--- src/rtl/qam4_frame_pack_ctrl.sv ---
// Frame controller after the 4QAM demodulator: frames the symbol stream, drops the
// pilot, packs 2-bit symbols LSB-first into bytes and buffers them in an FWFT FIFO.
module qam4_frame_pack_ctrl #(
  parameter int SYMS_PER_FRAME = 64,
  parameter bit PILOT_EN       = 1'b1,
  parameter int PILOT_IDX      = 36,
  parameter int FIFO_DEPTH     = 8
) (
  input  logic       Clk,
  input  logic       Rst,
  input  logic       FrameStart,
  input  logic       QAMDemodDataValid,
  input  logic [4:0] QAMDemodData,
  output logic       ByteValid,
  output logic [7:0] ByteData,
  output logic       ByteLast,
  input  logic       ByteReady,
  output logic       FrameDone,
  output logic       FrameAbort,
  output logic       Overflow,
  output logic       Busy
);
  localparam int CNT_W = $clog2(SYMS_PER_FRAME);
  localparam int PTR_W = $clog2(FIFO_DEPTH);
  localparam logic [CNT_W-1:0] LAST_IDX  = CNT_W'(SYMS_PER_FRAME - 1);
  localparam logic [CNT_W-1:0] PILOT_POS = CNT_W'(PILOT_IDX);

  typedef enum logic [1:0] {IDLE, COLLECT, DRAIN} state_t;

  state_t           state, state_nxt;
  logic [CNT_W-1:0] sym_cnt, sym_cnt_nxt, sym_idx;
  logic [5:0]       pack_data, pack_data_nxt, base_data;  // at most 3 symbols are ever held
  logic [1:0]       pack_cnt, pack_cnt_nxt, base_cnt;
  logic [7:0]       merged;
  logic             accept, is_last, payload, push, push_last;

  logic [8:0]       mem [FIFO_DEPTH];
  logic [PTR_W:0]   wr_ptr, rd_ptr;
  logic [8:0]       head;
  logic             fifo_empty, fifo_full, pop, wr_en;

  logic unused_sym_bits;
  assign unused_sym_bits = ^QAMDemodData[4:2];

  // FrameStart restarts the frame in the same cycle, so its symbol sees index 0
  // and an empty packer regardless of what was held before.
  // NOTE: every always_comb output gets a default first so no latch is inferred.
  always_comb begin
    accept    = QAMDemodDataValid & (FrameStart | (state == COLLECT));
    sym_idx   = FrameStart ? '0 : sym_cnt;
    base_data = FrameStart ? '0 : pack_data;
    base_cnt  = FrameStart ? '0 : pack_cnt;
    is_last   = (sym_idx == LAST_IDX);
    payload   = accept & ~(PILOT_EN && (sym_idx == PILOT_POS));

    merged = {2'b00, base_data};
    if (payload) merged[{base_cnt, 1'b0} +: 2] = QAMDemodData[1:0];

    push      = accept & ((payload & (base_cnt == 2'd3)) |
                          (is_last & (payload | (base_cnt != 2'd0))));
    push_last = accept & is_last;

    pack_data_nxt = base_data;
    pack_cnt_nxt  = base_cnt;
    if (push) begin
      pack_data_nxt = '0;
      pack_cnt_nxt  = '0;
    end else if (payload) begin
      pack_data_nxt = merged[5:0];
      pack_cnt_nxt  = base_cnt + 2'd1;
    end

    sym_cnt_nxt = sym_cnt;
    if (accept)          sym_cnt_nxt = is_last ? '0 : sym_idx + CNT_W'(1);
    else if (FrameStart) sym_cnt_nxt = '0;
  end

  always_comb begin
    state_nxt = state;
    case (state)
      IDLE:    if (FrameStart) state_nxt = COLLECT;
      COLLECT: if (!FrameStart && accept && is_last) state_nxt = DRAIN;
      DRAIN:   if (FrameStart) state_nxt = COLLECT;
               else if (pop && ByteLast) state_nxt = IDLE;
      default: state_nxt = IDLE;
    endcase
  end

  assign fifo_empty = (wr_ptr == rd_ptr);
  assign fifo_full  = (wr_ptr[PTR_W] != rd_ptr[PTR_W]) &&
                      (wr_ptr[PTR_W-1:0] == rd_ptr[PTR_W-1:0]);
  assign pop        = ByteValid & ByteReady;
  assign wr_en      = push & (~fifo_full | pop);
  assign head       = mem[rd_ptr[PTR_W-1:0]];
  assign ByteValid  = ~fifo_empty;
  assign ByteData   = ByteValid ? head[7:0] : 8'h00;
  assign ByteLast   = ByteValid & head[8];
  assign Busy       = (state != IDLE);

  // NOTE: the FIFO storage has no reset; output gating on ByteValid hides stale entries.
  always_ff @(posedge Clk) begin
    if (wr_en) mem[wr_ptr[PTR_W-1:0]] <= {push_last, merged};
  end

  // NOTE: state registers use non-blocking assignments so all update on the same edge.
  always_ff @(posedge Clk or posedge Rst) begin
    if (Rst) begin
      state      <= IDLE;
      sym_cnt    <= '0;
      pack_data  <= '0;
      pack_cnt   <= '0;
      wr_ptr     <= '0;
      rd_ptr     <= '0;
      Overflow   <= 1'b0;
      FrameDone  <= 1'b0;
      FrameAbort <= 1'b0;
    end else begin
      state      <= state_nxt;
      sym_cnt    <= sym_cnt_nxt;
      pack_data  <= pack_data_nxt;
      pack_cnt   <= pack_cnt_nxt;
      if (wr_en) wr_ptr <= wr_ptr + 1'b1;
      if (pop)   rd_ptr <= rd_ptr + 1'b1;
      if (push && fifo_full && !pop) Overflow <= 1'b1;
      FrameDone  <= pop & ByteLast;
      FrameAbort <= FrameStart & (state == COLLECT);
    end
  end
endmodule

--- config.mk ---
export PLATFORM = sky130hd
export DESIGN_NAME = qam4_frame_pack_ctrl
export DESIGN_NICKNAME = d
export VERILOG_FILES = /design/src/rtl/qam4_frame_pack_ctrl.sv
export SDC_FILE = /design/constraint.sdc
export NUM_CORES = 1
export LEC_CHECK = 0
export ABC_AREA = 1
export CAP_MARGIN = 25
export CORE_ASPECT_RATIO = 1.1
export CORE_MARGIN = 3
export CORE_UTILIZATION = 30
export CTS_CLUSTER_DIAMETER = 80
export DETAILED_ROUTE_END_ITERATION = 10
export SYNTH_ARGS = -nofsm -noshare
export SYNTH_HDL_FRONTEND = slang
export SYNTH_SLANG_ARGS = --single-unit
--- constraint.sdc ---
create_clock -name Clk -period 2.3 [get_ports Clk]
set_input_delay 0.46 -clock Clk [delete_from_list [all_inputs] [get_ports Clk]]
set_output_delay 0.46 -clock Clk [all_outputs]
set_load 0.02 [all_outputs]
==> results by group <==
Die
  • I/O pin count: 24
  • Die outline area: 16820 um2
  • Horizontal extent of the die: 123.9 um
  • Floorplan row count: 46
  • Core region area: 14680 um2
  • Vertical die dimension: 135.7 um
  • Initial core utilization: 0.3128

Synthesis
  • Average footprint of a synthesized cell: 9.830 um2
  • Seq/Total Area, Yosys: 0.6182
  • Area leader, netlist: sky130_fd_sc_hd__edfxtp_1
  • Yosys Warn Count: 0
  • Gate count of the mapped netlist: 467
  • Fraction of synthesized cell area taken by the top area cell type: 0.4710
  • Count of distinct cell types in the synthesized netlist: 28
  • Number of register bits inferred by synthesis: 99
  • Syn_nets: 486
  • Cell types occupying the most area after synthesis: sky130_fd_sc_hd__edfxtp_1 47%, sky130_fd_sc_hd__dfrtp_1 15%, sky130_fd_sc_hd__nand2_1 6.8%, sky130_fd_sc_hd__nor2_1 6.6%, sky130_fd_sc_hd__o21ai_0 6.0%
  • Netlist Area Pre-Place: 4591 um2

Timing
  • Final setup TNS: 0 ns
  • Final-report setup violation count: 0
  • Transition time of the tightest slew-check pin: 0.4846 ns
  • Max Clock Skew: 0.009829 ns
  • Final Cycle Share: 0.9710
  • Max-slew headroom at the worst pin: 0.6757
  • Tmin final: 2.233 ns
  • Number of slew-limit violations in the final report: 0
  • Highest achievable clock rate: 0.4478 GHz
  • Number of hold violations in the final report: 0

Global routing
  • Largest net degree at the start of global routing: 28
  • Initial antenna violation count: 0
  • Global route overflow: 0
  • GRT Total Usage: 0.1304
  • Vias in the first global route: 3483
  • First-pass GRT wire length: 17.15 mm

Power
  • Leakage: 2.562 nW
  • Net switching component of the power: 0.002334 W
  • Switching share of power: 0.3748
  • Cell area power density: 1037 nW/um2
  • Max IR drop VDD: 0.4556 mV
  • Internal portion of total power: 0.003893 W
  • Part of the total power dissipated in sequential elements: 0.329
  • Combinational group share of total power: 0.433
  • Clock network power share: 0.238

Layout
  • Final Cell Area: 6007 um2
  • Layout cells sized above 1: 0.2369
  • Total Nets Final: 567
  • Synth-to-layout area growth: 30.85%
  • Diodes inserted: 0

Worst setup path
  • Cell at the slowest stage of the critical path: sky130_fd_sc_hd__dfrtp_1
  • FF-to-FF Start: sym_cnt[0]
  • Worst setup slack for register-to-register paths: 0.29 ns
  • Crit path kind: register to primary output
  • Largest stage delay, worst path: 0.42 ns
  • Data arrival time at the worst-slack endpoint: 1.77 ns
  • Number of cells on the critical path: 9
  • Critical path cell sequence: buf_6 > nand2_2 > nand2_2 > nor2_4 > nand3_4 > buf_6 > o21ai_0 > nor2_1 > buf_4
  • Crit path capture type: primary output
  • Nature of the critical path startpoint: register
  • Number of cells on the worst reg-to-reg path: 10
  • Kind of cell with the highest combined delay on the critical path: buffers and inverters
  • Crit Reg-Reg Endpoint: mem[1][8]
  • Required @ worst endpoint: 1.84 ns
  • Largest driver fanout on the critical path: 7
  • Count of buffer and inverter cells on the critical path: 3

Min path
  • Worst hold path class: input port to asynchronous set/reset pin

Clocking
  • Hold_buf cts: 0
  • Total CTS buffers: 9
  • CTS clock-pin slew for the worst setup and hold paths: 0.07 ns
  • H-tree depth reported by CTS: 3
  • Insertion delay of the later-clocked pin in the worst-skew pair: 0.35 ns
  • Root Buffer: sky130_fd_sc_hd__clkbuf_16
  • Buffer levels on the longest clock path: 2
  • Clock tree from TritonCTS: built
  • Number of clock sinks seen by CTS: 99

Drt
  • Initial DRC Count: 231
  • Post-detailed-route DRC marker count: 0
  • Count of vias placed by the detailed router: 3506
  • Pre-Repair DR Iteration Count: 5
  • Sum of routed wire length over all layers: 10.79 mm
  • Detail Route Antenna Nets: 0
  • Routed WL per cell: 14.48 um
  • Post-detailed-route via-to-cell ratio: 4.706

Placed design
  • Final RePlAce weighted congestion: 0.8456
  • Final HPWL DP: 7.357 mm
  • Number of port buffers: 20
  • Post-place instance area: 5555 um2

Run
  • Total of max-cap violations: 0

Status
  • Result of the run: completed
-- synth_stat cells --
cell	count
sky130_fd_sc_hd__nand2_1	83
sky130_fd_sc_hd__o21bai_1	1
sky130_fd_sc_hd__nand3_1	24
sky130_fd_sc_hd__buf_2	5
sky130_fd_sc_hd__nand2_4	1
sky130_fd_sc_hd__nand3_2	2
sky130_fd_sc_hd__o22ai_1	16
sky130_fd_sc_hd__nand4_1	9
sky130_fd_sc_hd__inv_2	2
sky130_fd_sc_hd__a21oi_1	1
sky130_fd_sc_hd__buf_4	1
sky130_fd_sc_hd__o21ai_0	55
sky130_fd_sc_hd__buf_6	2
sky130_fd_sc_hd__clkbuf_1	11
sky130_fd_sc_hd__xor2_1	6
sky130_fd_sc_hd__nor2_1	81
sky130_fd_sc_hd__inv_1	39
sky130_fd_sc_hd__o21ai_2	1
sky130_fd_sc_hd__o21ai_1	2
sky130_fd_sc_hd__xnor2_1	1
sky130_fd_sc_hd__nor2_2	3
sky130_fd_sc_hd__a21boi_2	1
sky130_fd_sc_hd__or2_2	1
sky130_fd_sc_hd__edfxtp_1	72
sky130_fd_sc_hd__nor3_1	5
sky130_fd_sc_hd__nand2_2	6
sky130_fd_sc_hd__ha_1	9
sky130_fd_sc_hd__dfrtp_1	27
-- worst min-delay path: stages --
cell                              delay [ns]
sky130_fd_sc_hd__clkdlybuf4s50_1        0.40
sky130_fd_sc_hd__inv_1                  0.05
sky130_fd_sc_hd__buf_4                  0.34
-- per-stage QoR --
step	cells	setup WS, ns	power (W)	hold WS (ns)	util
after floorplan	467	0.001485	0.003439	0.4616	-
after global placement	719	-0.3814	0.004516	0.4839	0.3785
after detailed placement	719	-0.4284	0.004548	0.4872	0.3785
after CTS	738	0.002182	0.005953	0.4933	0.3994
after global routing	745	-0.01843	0.006608	0.5313	0.4093
final	745	0.06673	0.006227	0.4848	0.4093
-- final cells by class --
cell class,count,area [um2]
clock buffers,9,225.2
clock inverters,7,67.56
fillers,1368,8670
inverters,41,156.4
multi-input cells,310,1640
flip-flops and latches,99,2838
well taps,192,240.2
repair buffers,87,839.6
-- cell usage in the layout, fill, tap and decap left out, drive strengths merged --
| cell | count |
|---|---|
| xnor2 | 1 |
| a21boi | 1 |
| dfrtp | 27 |
| nand4 | 9 |
| ha | 9 |
| xor2 | 6 |
| inv | 45 |
| o21bai | 1 |
| edfxtp | 72 |
| clkdlybuf4s50 | 9 |
| clkdlybuf4s15 | 1 |
| clkinvlp | 1 |
| nand2 | 90 |
| dlymetal6s2s | 1 |
| clkbuf | 9 |
| a21oi | 1 |
| nor2 | 85 |
| nand3 | 27 |
| o21ai | 58 |
| nor3 | 5 |
| buf | 76 |
| or2 | 1 |
| o22ai | 16 |
| clkinv | 2 |
-- kinds of logic (layout without fill, tap and decap cells) --
kind of cell / after synthesis / after routing / share of synthesized area
buf+inv: 60 / 144 / 0.05451
simple gates: 215 / 217 / 0.1984
flops: 99 / 99 / 0.6182
xor+xnor: 7 / 7 / 0.01336
compound gates: 77 / 77 / 0.09103
fa+ha+maj: 9 / 9 / 0.02453
-- power by group through the flow --
stage               Combinational [W]  Sequential, W  Clock [W]
floorplan                     0.00135        0.00209          0
CTS                           0.00240        0.00204    0.00152
finish                        0.00270        0.00205    0.00148
global route                  0.00296        0.00206    0.00159
global placement              0.00245        0.00207          0
detailed placement            0.00248        0.00207          0
-- sequential cells by signal, indices dropped and copies added (netlist names) --
register	cells
FrameAbort	1
state	2
rd_ptr	4
mem	72
Overflow	1
pack_data	6
pack_cnt	2
wr_ptr	4
FrameDone	1
sym_cnt	6
-- per-layer routing --
layer,vias up,GRT usage,part of all wire
met1,1677,0.1627,0.42
li1,1748,-,-
met2,72,0.2272,0.52
met3,9,0.02924,0.045
met5,-,0,0
met4,0,0.03408,0.0084
-- timing repair --
action,4_1_cts,5_1_grt
resized for setup,44,37
setup endpoints to repair,82,134
pin swaps,1,11
setup buffers,2,6
gates cloned,1,2
-- worst max-delay path by stage --
stage | from | to | slack [ns]
after floorplan | FrameStart | mem[7][0] | 0.001
after global placement | FrameStart | mem[3][3] | -0.38
after detailed placement | FrameStart | mem[3][5] | -0.43
after CTS | rd_ptr[0] | ByteData[6] | 0.002
after global routing | rd_ptr[0] | ByteData[3] | -0.02
final | rd_ptr[0] | ByteData[7] | 0.07
(Power assumes the default switching activity.)
